## config.mk

```make
export PLATFORM = sky130hd
export DESIGN_NAME = axi_wr_slave
export DESIGN_NICKNAME = d
export VERILOG_FILES = /design/src/rtl/axi_wr_slave.sv
export SDC_FILE = /design/constraint.sdc
export NUM_CORES = 1
export LEC_CHECK = 0
export ABC_AREA = 1
export CAP_MARGIN = 20
export CORE_MARGIN = 5
export CORE_UTILIZATION = 55
export DETAILED_ROUTE_END_ITERATION = 7
export PLACE_DENSITY = 0.86
export SLEW_MARGIN = 20
export SYNTH_ARGS = -nofsm -noshare
export SYNTH_HDL_FRONTEND = slang
export SYNTH_SLANG_ARGS = --single-unit
```

## constraint.sdc

```tcl
create_clock -name ACLK -period 5.3 [get_ports ACLK]
set_input_delay 1.06 -clock ACLK [delete_from_list [all_inputs] [get_ports ACLK]]
set_output_delay 1.06 -clock ACLK [all_outputs]
set_load 0.1 [all_outputs]
```

## src/rtl/axi_wr_slave.sv

```systemverilog
// Single-outstanding AXI write slave that turns bursts into registered word writes.
// FIXED, INCR and WRAP bursts are supported; protocol violations complete with SLVERR.
module axi_wr_slave #(
    parameter int MEM_WORDS = 256
) (
    input  logic                         ACLK,
    input  logic                         ARESET,
    input  logic [3:0]                   AWID,
    input  logic [31:0]                  AWADDR,
    input  logic [3:0]                   AWLEN,
    input  logic [2:0]                   AWSIZE,
    input  logic [1:0]                   AWBURST,
    input  logic                         AWVALID,
    output logic                         AWREADY,
    input  logic [3:0]                   WID,
    input  logic [31:0]                  WDATA,
    input  logic [3:0]                   WSTRB,
    input  logic                         WLAST,
    input  logic                         WVALID,
    output logic                         WREADY,
    output logic [3:0]                   BID,
    output logic [1:0]                   BRESP,
    output logic                         BVALID,
    input  logic                         BREADY,
    output logic                         mem_we,
    output logic [$clog2(MEM_WORDS)-1:0] mem_addr,
    output logic [31:0]                  mem_wdata,
    output logic [3:0]                   mem_wstrb
);
    localparam int AW = $clog2(MEM_WORDS);
    localparam logic [31:0] ADDR_LIMIT = 32'(4 * MEM_WORDS);

    typedef enum logic [1:0] {IDLE, DATA, RESP} state_t;

    state_t        state_q;
    logic [3:0]    id_q, len_q, beat_q;
    logic [31:0]   addr_q;
    logic [2:0]    size_q;
    logic [1:0]    burst_q;
    logic          err_q;
    logic          awready_q, wready_q, bvalid_q;
    logic [3:0]    bid_q;
    logic [1:0]    bresp_q;
    logic          mem_we_q;
    logic [AW-1:0] mem_addr_q;
    logic [31:0]   mem_wdata_q;
    logic [3:0]    mem_wstrb_q;

    logic          aw_err, beat_err, last_beat;
    logic [31:0]   inc, wrap_mask, addr_d;

    // Errors detectable from the address phase alone
    always_comb begin
        aw_err = (AWBURST == 2'd3) || (AWSIZE > 3'd2);
        if (AWBURST == 2'd2) begin
            if (!(AWLEN inside {4'd1, 4'd3, 4'd7, 4'd15}))
                aw_err = 1'b1;
            if ((AWADDR & ((32'd1 << AWSIZE) - 32'd1)) != 32'd0)
                aw_err = 1'b1;
        end
    end

    assign last_beat = (beat_q == len_q);
    assign beat_err  = err_q || (WID != id_q) || (WLAST != last_beat) ||
                       (addr_q >= ADDR_LIMIT);

    // WRAP keeps the high bits of the block base and wraps the low bits
    always_comb begin
        inc       = 32'd1 << size_q;
        wrap_mask = (({28'd0, len_q} + 32'd1) << size_q) - 32'd1;
        case (burst_q)
            2'd1:    addr_d = addr_q + inc;
            2'd2:    addr_d = (addr_q & ~wrap_mask) | ((addr_q + inc) & wrap_mask);
            default: addr_d = addr_q;
        endcase
    end

    always_ff @(posedge ACLK or posedge ARESET) begin
        if (ARESET) begin
            state_q     <= IDLE;
            id_q        <= '0;
            len_q       <= '0;
            beat_q      <= '0;
            addr_q      <= '0;
            size_q      <= '0;
            burst_q     <= '0;
            err_q       <= 1'b0;
            awready_q   <= 1'b0;
            wready_q    <= 1'b0;
            bvalid_q    <= 1'b0;
            bid_q       <= '0;
            bresp_q     <= '0;
            mem_we_q    <= 1'b0;
            mem_addr_q  <= '0;
            mem_wdata_q <= '0;
            mem_wstrb_q <= '0;
        end else begin
            mem_we_q <= 1'b0;
            case (state_q)
                IDLE: begin
                    awready_q <= 1'b1;
                    if (AWVALID && awready_q) begin
                        id_q      <= AWID;
                        addr_q    <= AWADDR;
                        len_q     <= AWLEN;
                        size_q    <= AWSIZE;
                        burst_q   <= AWBURST;
                        beat_q    <= '0;
                        err_q     <= aw_err;
                        awready_q <= 1'b0;
                        wready_q  <= 1'b1;
                        state_q   <= DATA;
                    end
                end
                DATA: begin
                    if (WVALID && wready_q) begin
                        if (!beat_err) begin
                            mem_we_q    <= 1'b1;
                            mem_addr_q  <= addr_q[AW+1:2];
                            mem_wdata_q <= WDATA;
                            mem_wstrb_q <= WSTRB;
                        end
                        addr_q <= addr_d;
                        beat_q <= beat_q + 4'd1;
                        err_q  <= beat_err;
                        // Beat count, not WLAST, terminates the burst
                        if (last_beat) begin
                            wready_q <= 1'b0;
                            bvalid_q <= 1'b1;
                            bid_q    <= id_q;
                            bresp_q  <= beat_err ? 2'b10 : 2'b00;
                            state_q  <= RESP;
                        end
                    end
                end
                RESP: begin
                    if (BREADY && bvalid_q) begin
                        bvalid_q  <= 1'b0;
                        awready_q <= 1'b1;
                        state_q   <= IDLE;
                    end
                end
                default: state_q <= IDLE;
            endcase
        end
    end

    assign AWREADY   = awready_q;
    assign WREADY    = wready_q;
    assign BVALID    = bvalid_q;
    assign BID       = bid_q;
    assign BRESP     = bresp_q;
    assign mem_we    = mem_we_q;
    assign mem_addr  = mem_addr_q;
    assign mem_wdata = mem_wdata_q;
    assign mem_wstrb = mem_wstrb_q;
endmodule

```

==> results of run 1 <==
## cells by family (layout without fill, tap and decap cells)
| kind of cell | after synthesis | after routing |
|---|---|---|
| compound gates | 140 | 140 |
| mux | 1 | 1 |
| fa+ha+maj | 15 | 15 |
| buf+inv | 116 | 255 |
| other cells | 1 | 1 |
| xor+xnor | 19 | 19 |
| simple gates | 490 | 490 |
| flops | 105 | 105 |
## layer usage
metal  vias to the layer above  share of wire, %  GRT usage (%)
met5                         -                 0              0
met4                         0               1.8          6.804
met3                        25               8.4          5.158
met2                       275                45          40.56
met1                      3009                45          36.47
li1                       3160                 -              -
## synthesized netlist by cell type (all sizes together), types with 3 or more instances
library cell	instances	area [sq um]
nand4	23	143.9
nor3b	3	22.52
nand2	318	1231
nand3	54	347.8
o21ai	66	341.6
o31ai	6	45.04
xor2	13	113.9
clkbuf	14	52.55
nor2	60	274.0
buf	12	61.30
inv	88	330.3
nor3	18	95.09
xnor2	6	52.55
o211ai	5	37.54
nor4	7	43.79
dfrtp	105	2628
o21bai	3	22.52
or2	5	31.28
a21oi	46	264.0
ha	14	175.2
a21boi	3	22.52
## how the worst min path moves through the flow
stage	from	cells after the start	slack, ns	end
6_report	mem_wdata[12]	2	0.48	mem_wdata[12]
5_1_grt	mem_wdata[4]	2	0.51	mem_wdata[4]
4_1_cts	mem_wdata[12]	2	0.48	mem_wdata[12]
3_5_place_dp	mem_wdata[12]	2	0.46	mem_wdata[12]
3_3_place_gp	mem_addr[3]	2	0.46	mem_addr[3]
2_1_floorplan	burst_q[1]	2	0.46	burst_q[1]
## worst max-delay path: cells and delay by family, from the launching register on
kind	cells	cell delay (ns)
and+or+nand+nor	8	0.92
AOI/OAI and AO/OA	4	0.88
DFF	1	0.68
buffers and inverters	1	0.36
adders and majority gates	1	0.35
## area by class of cell
type                       instances  area [sq um]
multi-input combinational        666          3400
fill                             892          3118
sequential                       105          2628
timing repair buffer             149          1476
inverter                          90         340.3
clock buffer                       9         225.2
tap                              143         178.9
clock inverter                     7         101.3
## power by group
part	total [mW]	switching [mW]	internal, mW
Clock	0.736	0.316	0.419
Sequential	1.30	0.283	1.01
Combinational	2.30	1.52	0.777
==> flow_summary.yaml, run 1 <==
worst_setup_path:
  worstPathCellList: "inv_1, nor3_1, ha_1, a21oi_1, a21boi_0, o21ai_1, nand2_1, nor2_2, nor2_1, nor2_1, nand3_1, nand2_1, nand2_1, o21ai_1"
  worstSetupPathType: "register to register"
  cp.arrival_ns: 3.54
  cp-end-kind: "register"
  slowest_stage: "dfrtp_1"
  crit_top_cell: "nand2_1"
  rr_worst_depth: 14
  required_ns: 5.55
  path_max_fanout: 16
  worstSetupStartpoint: "size_q[2]"
  startpoint_type: "register"
  rrSetupSlack_ns: 2.01
  regToRegStartpoint: "size_q[2]"
  worst_path_largest_cell_delay_ns: 0.68
drt:
  drtIter0Drc: 560
  wl_per_cell_um: 15.02
  drcViolationCount: 0
  ant_nets: 0
  vias: 6469
  vias_per_cell: 5.534
  wirelength_um: 17560
  firstDrtPassIters: 5
outcome:
  outcome: "completed"
sta:
  maxSlewViolCount: 0
  worst_pin_slew_ns: 1.003
  finalCriticalPeriod_ns: 3.291
  rsz0062_at_grt: "false"
  timing.final.ws_setup_ns: 2.009
  finClkSkew_ns: 0.01065
  slew_headroom_pct: 32.94
  finalHoldViolations: 0
  hold_ws_ns: 0.4804
  setup-tns-final_ns: 0
  setup_violations: 0
  finalCritPeriodShare_pct: 62.10
  max_freq_mhz: 303.9
placed_design:
  dp_worst_setup_slack_ns: 1.906
  dpl.hpwl_um: 13020
  port_buffers: 143
  gp_congestion: 0.9263
  place_inst: 1153
  postPlaceCellArea_sq_mm: 0.008023
layout:
  area.growth.synth_to_final_pct: 28.87
  layout.cells.most_common: "nand2_1"
  diodes: 0
  drive_gt1_share_pct: 7.212
  post-route-util_pct: 72.81
  nets: 1127
  stdcell_area_sq_mm: 0.008349
  layout.cells.non_filler: 1169
  most-common-layout-cells: "nand2_1, clkdlybuf4s50_1, dfrtp_1"
pwr:
  power.total_mw: 4.332
  leakagePower_nw: 4.005
  p_per_area_mw_per_mm2: 518.8
  ir_drop_mv: 0.4795
floorplanning:
  fp.dieW_um: 118.5
  start_util_pct: 56.50
  io_pins: 145
  row_count: 39
  core-area_sq_mm: 0.01147
  die_h_um: 118.5
  dieArea_sq_mm: 0.01405
grt:
  gr-total-overflow: 0
  antenna_found_initial: 0
  grtUsageTotal_pct: 25.74
  grt_max_degree: 59
  grt_pass1_wl_um: 30260
  grt_pass1_vias: 6151
synth:
  synth_fp_nets: 993
  synth_top_flop_cell: "dfrtp_1"
  synth_area_sq_mm: 0.006479
  syn_avg_cell_area_sq_um: 7.304
  synth_fa_ha_area_share_pct: 3.013
  synth-async-reset-ratio_pct: 100.0
  yosys.cell_types.count: 51
  ys_seq_area_share_pct: 40.56
  yosysWarnings: 0
  synth_compound_area_share_pct: 12.67
  synth-edff-count: 0
  synth-simple-area-share_pct: 34.01
  yosys_register_bits: 105
  synth_top_family_by_area: "simple AND/OR/NAND/NOR gates"
  synth_xor_area_share_pct: 2.569
  syn_inst: 887
  synth.area.mux_share_pct: 0.1545
clock_network:
  cts_max_level: 3
  clk_pin_slew_worst_paths_ns: 0.08
  clkSinkCount: 105
  postCtsHoldBufs: 0
  clk_latency_ns: 0.36
  cts_root_buf: "clkbuf_16"
  post_cts_buffers: 0
  clock_path_buffers: 2
  cts_made_buffers: 9
  cts_tree: "built"
  post_cts_resized: 0
worst_hold_path:
  min_path_type: "register to register"
flow_run:
  max_cap_viol_count: 0
(Power assumes the default switching activity.)
==> inputs of run 2 (changes only) <==
--- a/config.mk
+++ b/config.mk
@@ -8,9 +8,9 @@
 export ABC_AREA = 1
 export CAP_MARGIN = 20
 export CORE_MARGIN = 5
-export CORE_UTILIZATION = 55
+export CORE_UTILIZATION = 46
 export DETAILED_ROUTE_END_ITERATION = 7
-export PLACE_DENSITY = 0.86
+export PLACE_DENSITY = 0.77
 export SLEW_MARGIN = 20
 export SYNTH_ARGS = -nofsm -noshare
 export SYNTH_HDL_FRONTEND = slang
==> constraint.sdc (replaced) <==
create_clock -name ACLK -period 2.9 [get_ports ACLK]
set_input_delay 0.58 -clock ACLK [delete_from_list [all_inputs] [get_ports ACLK]]
set_output_delay 0.58 -clock ACLK [all_outputs]
set_load 0.1 [all_outputs]
==> run 2 against run 1 <==
Core utilization fell by 12 points. Combinational power rose by 91%. Sequential power rose by 78%. Clock power rose by 58%. Via count fell by 2.1%. Die area rose by 18%.
==> flow_summary.yaml, run 2 (same netlist as run 1, synthesis figures left out) <==
grt:
  grt_pass1_wl_um: 29070
  grt_pass1_vias: 5943
  grtUsageTotal_pct: 21.54
  grt_max_degree: 106
  antenna_found_initial: 0
  gr-total-overflow: 0
clock_network:
  cts_root_buf: "clkbuf_16"
  clk_pin_slew_worst_paths_ns: 0.08
  cts_max_level: 3
  clock_path_buffers: 2
  cts_tree: "built"
  cts_made_buffers: 9
  clkSinkCount: 105
  clk_latency_ns: 0.36
floorplanning:
  dieArea_sq_mm: 0.01656
  die_h_um: 128.7
  core-area_sq_mm: 0.01383
  io_pins: 145
  row_count: 43
  fp.dieW_um: 128.7
  start_util_pct: 46.86
sta:
  setup-tns-final_ns: 0
  max_freq_mhz: 381.3
  rsz0062_at_grt: "false"
  timing.final.ws_setup_ns: 0.2776
  finalHoldViolations: 0
  finalCritPeriodShare_pct: 90.43
  finalCriticalPeriod_ns: 2.622
  setup_violations: 0
  maxSlewViolCount: 0
  finClkSkew_ns: 0.01956
  hold_ws_ns: 0.4817
  slew_headroom_pct: 62.67
  worst_pin_slew_ns: 0.5599
worst_setup_path:
  cp-end-kind: "register"
  startpoint_type: "register"
  worstPathCellList: "nor3_1, ha_1, a21oi_1, a21boi_0, o21ai_2, nand2_1, nor2_4, nor2_1, nor2_1, nand3_1, nand2_1, nand2_1, o21ai_1"
  worstSetupPathType: "register to register"
  slowest_stage: "dfrtp_1"
  rr_worst_depth: 13
  path_max_fanout: 6
  required_ns: 3.14
  cp.arrival_ns: 2.87
  crit_top_cell: "nand2_1"
  worst_path_largest_cell_delay_ns: 0.45
drt:
  firstDrtPassIters: 6
  vias_per_cell: 5.168
  ant_nets: 0
  wirelength_um: 17520
  drcViolationCount: 0
  wl_per_cell_um: 14.30
  vias: 6331
  drtIter0Drc: 393
worst_hold_path:
  min_path_cells: 2
  min_path_type: "register to register"
placed_design:
  dp_worst_setup_slack_ns: 0.2178
  postPlaceCellArea_sq_mm: 0.008093
  dpl.hpwl_um: 13250
  gp_congestion: 0.9267
  port_buffers: 143
layout:
  post-route-util_pct: 60.66
  most-common-layout-cells: "nand2_1, dfrtp_1, clkdlybuf4s50_1"
  diodes: 0
  nets: 1146
  stdcell_area_sq_mm: 0.008387
  area.growth.synth_to_final_pct: 29.45
  drive_gt1_share_pct: 14.16
  layout.cells.most_common: "nand2_1"
outcome:
  outcome: "completed"
pwr:
  leakagePower_nw: 4.176
  ir_drop_mv: 0.7281
  p_per_area_mw_per_mm2: 938.6
flow_run:
  max_cap_viol_count: 0
-- run 2: cell count changes in the layout (fill, tap and decap cells not counted), moves of 2 or more --
| cell | delta |
|---|---|
| buf_4 | +71 |
| bufinv_16 | -2 |
| clkdlybuf4s50_1 | -53 |
| clkinvlp_4 | +2 |
-- run 2: final cells by class --
cell class,instances,area [sq um]
clock buffer,10,229.0
timing repair buffer,168,1499
multi-input combinational,666,3416
sequential,105,2628
clock inverter,6,48.80
fill,1243,5440
inverter,90,341.6
tap,180,225.2
-- run 2: worst max-delay path: cells and delay by family (launching register included) --
family                     cells  cell delay (ns)
and+or+nand+nor                8             0.86
DFF                            1             0.45
adders and majority gates      1             0.35
AOI/OAI and AO/OA              4             0.85
-- run 2: what timing repair did --
item                                    4_1_cts  5_1_grt
hold buffers                                  0        0
endpoints found under the setup margin        0        6
gates resized for setup                       0        4
buffers inserted                              0        0
-- run 2: worst paths after layout --
| kind | slack [ns] | to | from |
|---|---|---|---|
| min reg2reg | 0.48 | mem_wdata[12] | mem_wdata[12] |
| max reg2reg | 0.28 | register | size_q[1] |
| max | 0.28 | register | size_q[1] |
| min in group asynchronous | 0.74 | mem_wdata[4] | ARESET |
| min | 0.48 | mem_wdata[12] | mem_wdata[12] |
| max in group asynchronous | 1.74 | mem_wdata[13] | ARESET |
-- run 2: through the flow --
step / power [mW] / instances
after detailed placement: 6.687 / 1209
after global routing: 8.568 / 1225
after global placement: 6.628 / 1209
final: 7.872 / 1225
after floorplan: 5.526 / 887
after CTS: 7.875 / 1225
-- run 2: power by group --
group | internal, mW | total [mW] | switching (mW)
combinational | 1.53 | 4.40 | 2.86
sequential | 1.85 | 2.32 | 0.465
clock | 0.594 | 1.16 | 0.564
total | 3.98 | 7.87 | 3.89
-- run 2: routing by layer --
layer	wire length [um]	up-vias	GRT usage, %
li1	-	3195	-
met1	7923	2896	29.96
met2	7942	214	33.96
met3	1332	26	4.400
met4	318	0	6.733
met5	0	-	0
